File: src/rtl/ir_filter_pkg.sv
// Shared types and window geometry for the IR obstacle filter.
package ir_filter_pkg;

  localparam int unsigned WIN_DEPTH = 8;
  localparam int unsigned WIN_LOG2  = 3;
  localparam int unsigned SUM_W     = 11;

  typedef enum logic [2:0] {
    StClear,
    StNearPend,
    StBlocked,
    StFarPend,
    StStale
  } filt_state_e;

endpackage

File: src/rtl/dist_window_avg.sv
// 8-sample moving average of the raw IR distance stream.
// flush restarts the window so the current sample becomes its first entry.
module dist_window_avg
  import ir_filter_pkg::*;
(
  input  logic       clk,
  input  logic       rst,
  input  logic       flush,
  input  logic [7:0] dist_in,
  input  logic       dist_valid,
  output logic [7:0] dist_avg,
  output logic       avg_valid
);

  localparam logic [WIN_LOG2:0] FILL_FULL = (WIN_LOG2 + 1)'(WIN_DEPTH);
  localparam logic [WIN_LOG2:0] FILL_LAST = FILL_FULL - 1'b1;

  logic [7:0]          win_q [WIN_DEPTH];
  logic [WIN_LOG2-1:0] ptr_q;
  logic [WIN_LOG2:0]   fill_q;
  logic [SUM_W-1:0]    sum_q;
  logic [SUM_W-1:0]    sum_d;
  logic [7:0]          oldest;
  logic                win_full;

  // Running sum: add new sample, drop the one leaving the window (none until full).
  always_comb begin
    win_full = (fill_q == FILL_FULL);
    oldest   = win_full ? win_q[ptr_q] : 8'd0;
    sum_d    = sum_q + SUM_W'(dist_in) - SUM_W'(oldest);
  end

  // Window storage, pointer, fill count and registered average.
  always_ff @(posedge clk) begin
    if (rst) begin
      for (int unsigned i = 0; i < WIN_DEPTH; i++) win_q[i] <= 8'd0;
      ptr_q     <= '0;
      fill_q    <= '0;
      sum_q     <= '0;
      dist_avg  <= 8'd0;
      avg_valid <= 1'b0;
    end else begin
      avg_valid <= 1'b0;
      if (dist_valid) begin
        if (flush) begin
          win_q[0] <= dist_in;
          ptr_q    <= WIN_LOG2'(1);
          fill_q   <= (WIN_LOG2 + 1)'(1);
          sum_q    <= SUM_W'(dist_in);
        end else begin
          win_q[ptr_q] <= dist_in;
          ptr_q        <= ptr_q + 1'b1;
          sum_q        <= sum_d;
          if (!win_full) fill_q <= fill_q + 1'b1;
          // Average is meaningful once this sample completes the window.
          if (fill_q >= FILL_LAST) begin
            avg_valid <= 1'b1;
            dist_avg  <= sum_d[SUM_W-1:SUM_W-8];
          end
        end
      end
    end
  end

endmodule

File: src/rtl/ir_obstacle_filter.sv
// Debounced obstacle detector on top of a moving-average IR distance window,
// with sensor-timeout detection and a sticky processor interrupt.
module ir_obstacle_filter
  import ir_filter_pkg::*;
#(
  parameter int unsigned DEBOUNCE    = 3,
  parameter int unsigned TIMEOUT_CYC = 131000
) (
  input  logic       clk,
  input  logic       rst,
  input  logic [7:0] dist_in,
  input  logic       dist_valid,
  input  logic [7:0] thr_near,
  input  logic [7:0] thr_far,
  input  logic       irq_clr,
  output logic [7:0] dist_avg,
  output logic       avg_valid,
  output logic       obstacle,
  output logic       stale,
  output logic       irq
);

  localparam logic [19:0] TMO_MAX = 20'(TIMEOUT_CYC);
  localparam logic [3:0]  DEB_MAX = 4'(DEBOUNCE);

  filt_state_e state_q;
  logic [3:0]  cnt_q;
  logic [3:0]  cnt_inc;
  logic [19:0] tmo_q;
  logic        tmo_hit;
  logic        avg_le_near;
  logic        avg_ge_far;
  logic        flush;

  dist_window_avg u_window (
    .clk        (clk),
    .rst        (rst),
    .flush      (flush),
    .dist_in    (dist_in),
    .dist_valid (dist_valid),
    .dist_avg   (dist_avg),
    .avg_valid  (avg_valid)
  );

  // Decision terms for the FSM; thresholds are taken live in the avg_valid cycle.
  always_comb begin
    flush       = (state_q == StStale);
    cnt_inc     = cnt_q + 4'd1;
    tmo_hit     = !dist_valid && (tmo_q == TMO_MAX - 20'd1);
    avg_le_near = (dist_avg <= thr_near);
    avg_ge_far  = (dist_avg >= thr_far);
  end

  // Cycles since the last sample, saturating at the timeout.
  always_ff @(posedge clk) begin
    if (rst || dist_valid) tmo_q <= '0;
    else if (tmo_q != TMO_MAX) tmo_q <= tmo_q + 20'd1;
  end

  // Obstacle FSM with registered flags; a same-cycle set of irq beats irq_clr.
  always_ff @(posedge clk) begin
    if (rst) begin
      state_q  <= StClear;
      cnt_q    <= '0;
      obstacle <= 1'b0;
      stale    <= 1'b0;
      irq      <= 1'b0;
    end else begin
      if (irq_clr) irq <= 1'b0;
      if (tmo_hit && state_q != StStale) begin
        state_q  <= StStale;
        cnt_q    <= '0;
        obstacle <= 1'b1;
        stale    <= 1'b1;
        irq      <= 1'b1;
      end else begin
        case (state_q)
          StClear, StNearPend: begin
            if (avg_valid) begin
              if (!avg_le_near) begin
                state_q <= StClear;
                cnt_q   <= '0;
              end else if (cnt_inc >= DEB_MAX) begin
                state_q  <= StBlocked;
                cnt_q    <= '0;
                obstacle <= 1'b1;
                irq      <= 1'b1;
              end else begin
                state_q <= StNearPend;
                cnt_q   <= cnt_inc;
              end
            end
          end
          StBlocked, StFarPend: begin
            if (avg_valid) begin
              if (!avg_ge_far) begin
                state_q <= StBlocked;
                cnt_q   <= '0;
              end else if (cnt_inc >= DEB_MAX) begin
                state_q  <= StClear;
                cnt_q    <= '0;
                obstacle <= 1'b0;
              end else begin
                state_q <= StFarPend;
                cnt_q   <= cnt_inc;
              end
            end
          end
          StStale: begin
            if (dist_valid) begin
              state_q  <= StClear;
              cnt_q    <= '0;
              obstacle <= 1'b0;
              stale    <= 1'b0;
            end
          end
          default: begin
            state_q <= StClear;
            cnt_q   <= '0;
          end
        endcase
      end
    end
  end

endmodule

File: config.mk
export PLATFORM = sky130hd
export DESIGN_NAME = ir_obstacle_filter
export DESIGN_NICKNAME = d
export VERILOG_FILES = /design/src/rtl/ir_filter_pkg.sv /design/src/rtl/dist_window_avg.sv /design/src/rtl/ir_obstacle_filter.sv
export SDC_FILE = /design/constraint.sdc
export NUM_CORES = 1
export LEC_CHECK = 0
export CELL_PAD_IN_SITES_DETAIL_PLACEMENT = 1
export CELL_PAD_IN_SITES_GLOBAL_PLACEMENT = 2
export CORE_UTILIZATION = 40
export CTS_CLUSTER_DIAMETER = 120
export DETAILED_ROUTE_END_ITERATION = 7
export MAX_ROUTING_LAYER = met4
export PLACE_DENSITY = 0.87
export SYNTH_ARGS = -nofsm -noshare
export SYNTH_HDL_FRONTEND = slang
export SYNTH_SLANG_ARGS = --single-unit
File: constraint.sdc
create_clock -name clk -period 9.87 [get_ports clk]
set_clock_uncertainty 0.15 [all_clocks]
set_input_delay 1.4805 -clock clk [delete_from_list [all_inputs] [get_ports clk]]
set_output_delay 1.4805 -clock clk [all_outputs]
set_load 0.005 [all_outputs]
==> reports/results.txt, run 1 <==
Run status = finished clean
Setup bufs post-CTS = 0
Via count = 5046
P per Cell Area = 192 nW/um2
Area after DPL = 7190 um2
DIE AREA = 17000 um2
WL per Instance = 19.5 um
Syn Std Cell Area = 6600 um2
Register area share after synthesis = 47.3%
LEAKAGE = 2.91 nW
Worst hold-check path type = flop to flop
Worst VDD drop = 0.000139 V
CTS tree = yes
GRT Overall Usage = 23.7%
Fill cells = 1794
Vias per cell = 5.51
Antenna Nets Post-Route = 0
WL final = 17800 um
Max_cap viols = 0
Post-cts sizing count = 0
Root Buffer = clkbuf_16
Sink Count = 124
GP Congestion = 0.889
Placed Cells = 883
Rows = 46
Relative slew slack = 12.0%
Register area = 3120 um2
Layout cells sized above 1 = 8.58%
CP endpoint kind = flop
P&R area growth vs syn = 18.0%
# setup viols final = 0
Syn Nets = 720
Pin count of the biggest net entering global routing = 45
Core area = 16000 um2
Ant diodes = 0
Worst-margin pin slew = 1.31 ns
Port bufs = 39
Post-layout min period = 5.00 ns
Vias in the first global route = 5371
GR Overflow Total = 0
Total Nets Final = 756
I/O pin count = 40
Height of the die = 130 um
Synth async-reset ratio = 0%
Drt pass-1 iters = 5
Reg clk slew, reported paths = 0.05 ns
Global-route wire length before repair = 28700 um
Initial antenna violation count = 0
DP HPWL = 13100 um
Die width = 130 um
CTS Buffer Depth = 2
CTS Buf Count = 17
Distinct cells, synth = 57
Setup TNS = 0 ns
DR iter-0 viols = 252
Max Freq = 200 MHz
Post-route DRC = 0
Syn_area_per_cell = 10.2 um2
Cts hold-fix bufs = 0
Design area = 7780 um2
CP max FO = 36
H-tree depth = 4
Multi-input gate area = 3140 um2
Critical path launch point type = primary input
Post-synth EDFFs = 64
WS Path Type = primary input to flop
Final cell count without fillers = 915
Initial Utilization = 41.2%
#FFs+latches synth = 124
Req. time, crit path = 9.74 ns
Unrepaired setup endpoints after global routing = no
Warning count from the yosys run = 0
Final period utilization = 50.6%
Final Hold Vio Count = 0
Post-synth top flop = edfxtp_1
Mapped Cells = 650
Slew Limit Fails = 0
Critical Path AT = 4.87 ns
Core Util, Final = 48.7%
Clk_lat worst skew = 0.42 ns
==> final cells by class <==
cell class,instances,area share (%)
flip-flops and latches,124,40.1
inverters,59,2.84
multi-input cells,439,40.3
well taps,216,3.47
repair buffers,45,5.59
clock buffers,26,6.56
clock inverters,6,1.08
==> per-stage QoR <==
step / power [mW] / hold slack [ns] / setup slack, ns
6_report: 1.49 / 0.326 / 4.87
5_1_grt: 1.56 / 0.347 / 4.53
4_1_cts: 1.50 / 0.329 / 4.87
3_5_place_dp: 0.874 / 0.319 / 4.45
3_3_place_gp: 0.862 / 0.302 / 4.81
2_1_floorplan: 0.788 / 0.295 / 5.77
==> metal layers <==
metal	vias up	global-route usage [%]	part of all wire, %
met2	94	39.1	50
met1	2526	29.5	45
met3	24	4.07	3.0
met4	0	7.71	1.7
met5	-	-	0
li1	2402	-	-
==> critical path, stage by stage <==
cell             delay (ns)
clkdlybuf4s50_1        0.49
buf_4                  0.29
nand2_2                0.20
nor2_1                 0.38
nand2_1                0.73
o21ai_0                1.29
==> final timing paths <==
kind | endpoint | start | cells after the start | slack (ns)
hold / removal | irq | irq | 2 | 0.33
hold reg to reg | irq | irq | 2 | 0.33
setup / recovery | u_window.win_q[5][4] | dist_valid | 6 | 4.87
setup reg to reg | u_window.sum_q[10] | flop | 13 | 5.14
==> sequential cells by signal, indices dropped and copies added (netlist names), 3 cells and up, named ones only <==
signal	cells
u_window.fill_q	4
cnt_q	4
state_q	3
u_window.sum_q	11
u_window.dist_avg	8
u_window.win_q	64
u_window.ptr_q	3
tmo_q	20
==> power breakdown <==
group          total [mW]  internal [mW]  switching (mW)
clock               0.625          0.406           0.219
sequential          0.590          0.569          0.0211
combinational       0.280          0.115           0.165
==> logic make-up after synthesis <==
kind of cell             synth area share (%)
AO/OA/AOI/OAI                            9.37
XOR/XNOR                                 3.05
adder cells (fa/ha/maj)                  8.87
buffers and inverters                    5.08
flip-flops                               47.3
multiplexers                             6.98
AND/OR/NAND/NOR                          19.3
==> cells in the mapped netlist (all sizes together), types with 9 or more instances <==
cell type / n / area, um2
inv: 59 / 221
edfxtp: 64 / 1920
nand3: 18 / 90.1
a21oi: 34 / 170
xor2: 15 / 131
dfxtp: 60 / 1200
ha: 34 / 425
nor2: 53 / 199
buf: 9 / 42.5
mux2i: 10 / 100
nand2: 48 / 183
mux4: 16 / 360
o21ai: 24 / 120
nand4: 9 / 56.3
clkbuf: 19 / 71.3
nor4: 14 / 87.6
nor3: 40 / 200
and2: 30 / 188
==> cell usage in the layout (no fill, tap or decap), drive strengths merged, types with 4 or more instances in the layout <==
cell           count
nand4              9
dfxtp             60
nor2              53
nor2b              4
nand2             48
a21oi             34
nand2b             7
a21o               5
mux2i             10
clkdlybuf4s50     39
inv               59
edfxtp            64
clkbuf            26
nor3              40
mux4              16
xnor2              8
a311oi             4
o21ai             24
ha                34
o21a               4
and2              30
buf                6
a211oi             5
fa                 8
o31ai              4
clkinv             4
or2                6
xor2              15
and3               4
nand3             18
nor4              14
No activity file was read; power rests on OpenSTA's default activity.
==> run 2: changes to the inputs <==
CORE_UTILIZATION = 35   (was 40)
PLACE_DENSITY = 0.82   (was 0.87)
clock period = 4.3 ns   (was 9.87 ns; I/O delays follow)
==> run 2 against run 1 <==
Against the previous run: utilization down 5.2 points; count of clock-buffer cells in the layout down 9; critical path type is now flop to flop; power up 130%; final area up 1.6%; critical endpoint is now u_window.sum_q[10]; final cell count up 3.0%; largest cell class unchanged; largest power group unchanged; clock power up 120%; global-route usage down 3.8 points; worst setup slack worse by 4.6 ns.
==> reports/results.txt, run 2 (synthesis gave the netlist of run 1 again) <==
Worst VDD drop = 0.000300 V (+120%)
Ant diodes = 0 (unchanged)
Height of the die = 139 um (+6.8%)
Drt pass-1 iters = 4 (-1)
R2R Setup Slk = 0.25 ns (-4.89 ns)
Cts hold-fix bufs = 0 (unchanged)
Initial Utilization = 36.2% (-5.0 points)
Critical path, cell by cell = buf_12 -> mux4_2 -> mux2i_1 -> nor2_1 -> ha_1 -> inv_1 -> ha_1 -> fa_1 -> a211oi_1 -> nor2_1 -> o221a_1 -> a211o_1 -> or4_1 -> o21ai_0
Critical path launch point type = flop
LEAKAGE = 2.96 nW (+1.8%)
CTS tree = yes
CTS Buf Count = 17 (unchanged)
Max_cap viols = 0 (unchanged)
Max Freq = 247 MHz
Antenna Nets Post-Route = 0 (unchanged)
Die width = 139 um (+6.8%)
CP endpoint kind = flop
Max FFs per register = 64 (unchanged)
Largest regs = u_window.win_q (64), tmo_q (20), u_window.sum_q (11)
P per Cell Area = 428 nW/um2 (+120%)
I/O pin count = 40 (unchanged)
Clk_lat worst skew = 0.43 ns (about the same)
Vias per cell = 5.38 (-2.5%)
Post-Place Setup Slack = 0.140 ns (-4.31 ns)
Run status = finished clean
R2r endpoint = u_window.sum_q[10]
Most common cell after layout, fill and taps aside = edfxtp_1
Total power draw = 3.39 mW (+130%)
WS Path Type = flop to flop
Slowest cell delay on critical path = 0.51 ns (-0.78 ns)
WL final = 17800 um (-0.37%)
CP delay by family, top = compound AO/OA/AOI/OAI gates
Most frequent cells in the layout = edfxtp_1, dfxtp_1, inv_1, nor2_1, nand2_1
CTS Buffer Depth = 2 (unchanged)
Unrepaired setup endpoints after global routing = no
Rows = 49 (+6.5%)
Reg clk slew, reported paths = 0.06 ns (about the same)
Setup bufs post-CTS = 0 (unchanged)
Core area = 18200 um2 (+14%)
DP HPWL = 12700 um (-2.9%)
GR Overflow Total = 0 (unchanged)
Total Nets Final = 770 (+1.9%)
Sink Count = 124 (unchanged)
Worst path bufs/invs = 2 (unchanged)
Relative slew slack = 35.4% (+23 points)
Worst hold endpoint = obstacle
DIE AREA = 19400 um2 (+14%)
R2R cell count = 14 (+1)
Post-cts sizing count = 0 (unchanged)
Setup TNS = 0 ns (unchanged)
Post-route DRC = 0 (unchanged)
P&R area growth vs syn = 19.9%
Global-route wire length before repair = 28400 um (-1.2%)
Post-layout min period = 4.05 ns
Via count = 5065 (+0.38%)
Worst Min Path Start = obstacle
H-tree depth = 4 (unchanged)
GP Congestion = 0.787 (-11%)
CP max FO = 16 (-56%)
WL per Instance = 18.9 um (-3.2%)
Crit-path slowest cell = mux4_2
Slew Limit Fails = 0 (unchanged)
Root Buffer = clkbuf_16
GRT Overall Usage = 19.9% (-3.8 points)
Hold Path Cell Cnt = 2 (unchanged)
DR iter-0 viols = 217 (-14%)
Req. time, crit path = 4.50 ns (-5.24 ns)
Initial antenna violation count = 0 (unchanged)
Final Hold Vio Count = 0 (unchanged)
Port bufs = 39 (unchanged)
Worst hold-check path type = flop to flop
Top reg by flops = u_window.win_q
Final period utilization = 94.2%
Worst-margin pin slew = 0.962 ns (-0.345 ns)
# setup viols final = 0 (unchanged)
Layout cells sized above 1 = 10.8% (+2.2 points)
Critical Path AT = 4.25 ns (-0.62 ns)
Pin count of the biggest net entering global routing = 36 (-20%)
Vias in the first global route = 5340 (-0.58%)
Post-route worst setup slack = 0.250 ns (-4.62 ns)
## run 2: cell types whose count changed in the layout (fill, tap and decap cells not counted)
cell,before,now
clkbuf_8,3,0
buf_12,0,2
clkbuf_1,5,0
clkinv_4,1,2
clkinvlp_4,0,4
clkbuf_16,18,17
buf_4,6,18
clkinv_1,0,2
inv_6,0,2
## run 2: worst min-delay path, stage by stage (launching register included)
cell and delay, ns:
dfxtp_1 0.31, nand2_1 0.05, o22ai_1 0.06
## run 2: layout make-up
type                    instances  area [um2]
well taps                     229         287
inverters                      59         221
clock inverters                15         148
flip-flops and latches        124        3120
multi-input cells             439        3140
fillers                      1987       10300
clock buffers                  17         425
repair buffers                 59         566
## run 2: layer usage
layer	part of all wire [%]	up-vias	track usage (%)	wire length [um]
li1	-	2422	-	-
met1	43	2535	23.8	7720
met2	51	85	32.9	9010
met3	4.0	23	3.85	716
met4	1.9	0	7.72	337
met5	0	-	-	0
## run 2: metrics by stage
| step | cells | util, % | hold slack (ns) | instance area (um2) |
|---|---|---|---|---|
| 2_1_floorplan | 650 | - | 0.295 | 6600 |
| 3_3_place_gp | 910 | 40.3 | 0.298 | 7340 |
| 3_5_place_dp | 910 | 40.3 | 0.314 | 7340 |
| 4_1_cts | 942 | 43.4 | 0.324 | 7910 |
| 5_1_grt | 942 | 43.4 | 0.347 | 7910 |
| 6_report | 942 | 43.4 | 0.322 | 7910 |
## run 2: where the power goes
part	total (mW)	switching (mW)	internal, mW
combinational	0.648	0.375	0.273
sequential	1.34	0.0351	1.30
clock	1.40	0.553	0.848
total	3.39	0.963	2.43
## run 2: worst max-delay path by stage
stage | from | endpoint | slack (ns) | cells past startpoint
after floorplan | flop | u_window.sum_q[10] | 0.29 | 14
after global placement | dist_in[1] | u_window.sum_q[10] | 0.25 | 11
after detailed placement | dist_in[1] | u_window.sum_q[10] | 0.14 | 11
after CTS | flop | u_window.sum_q[10] | 0.25 | 14
after global routing | flop | u_window.sum_q[10] | 0.002 | 13
final | flop | u_window.sum_q[10] | 0.25 | 14
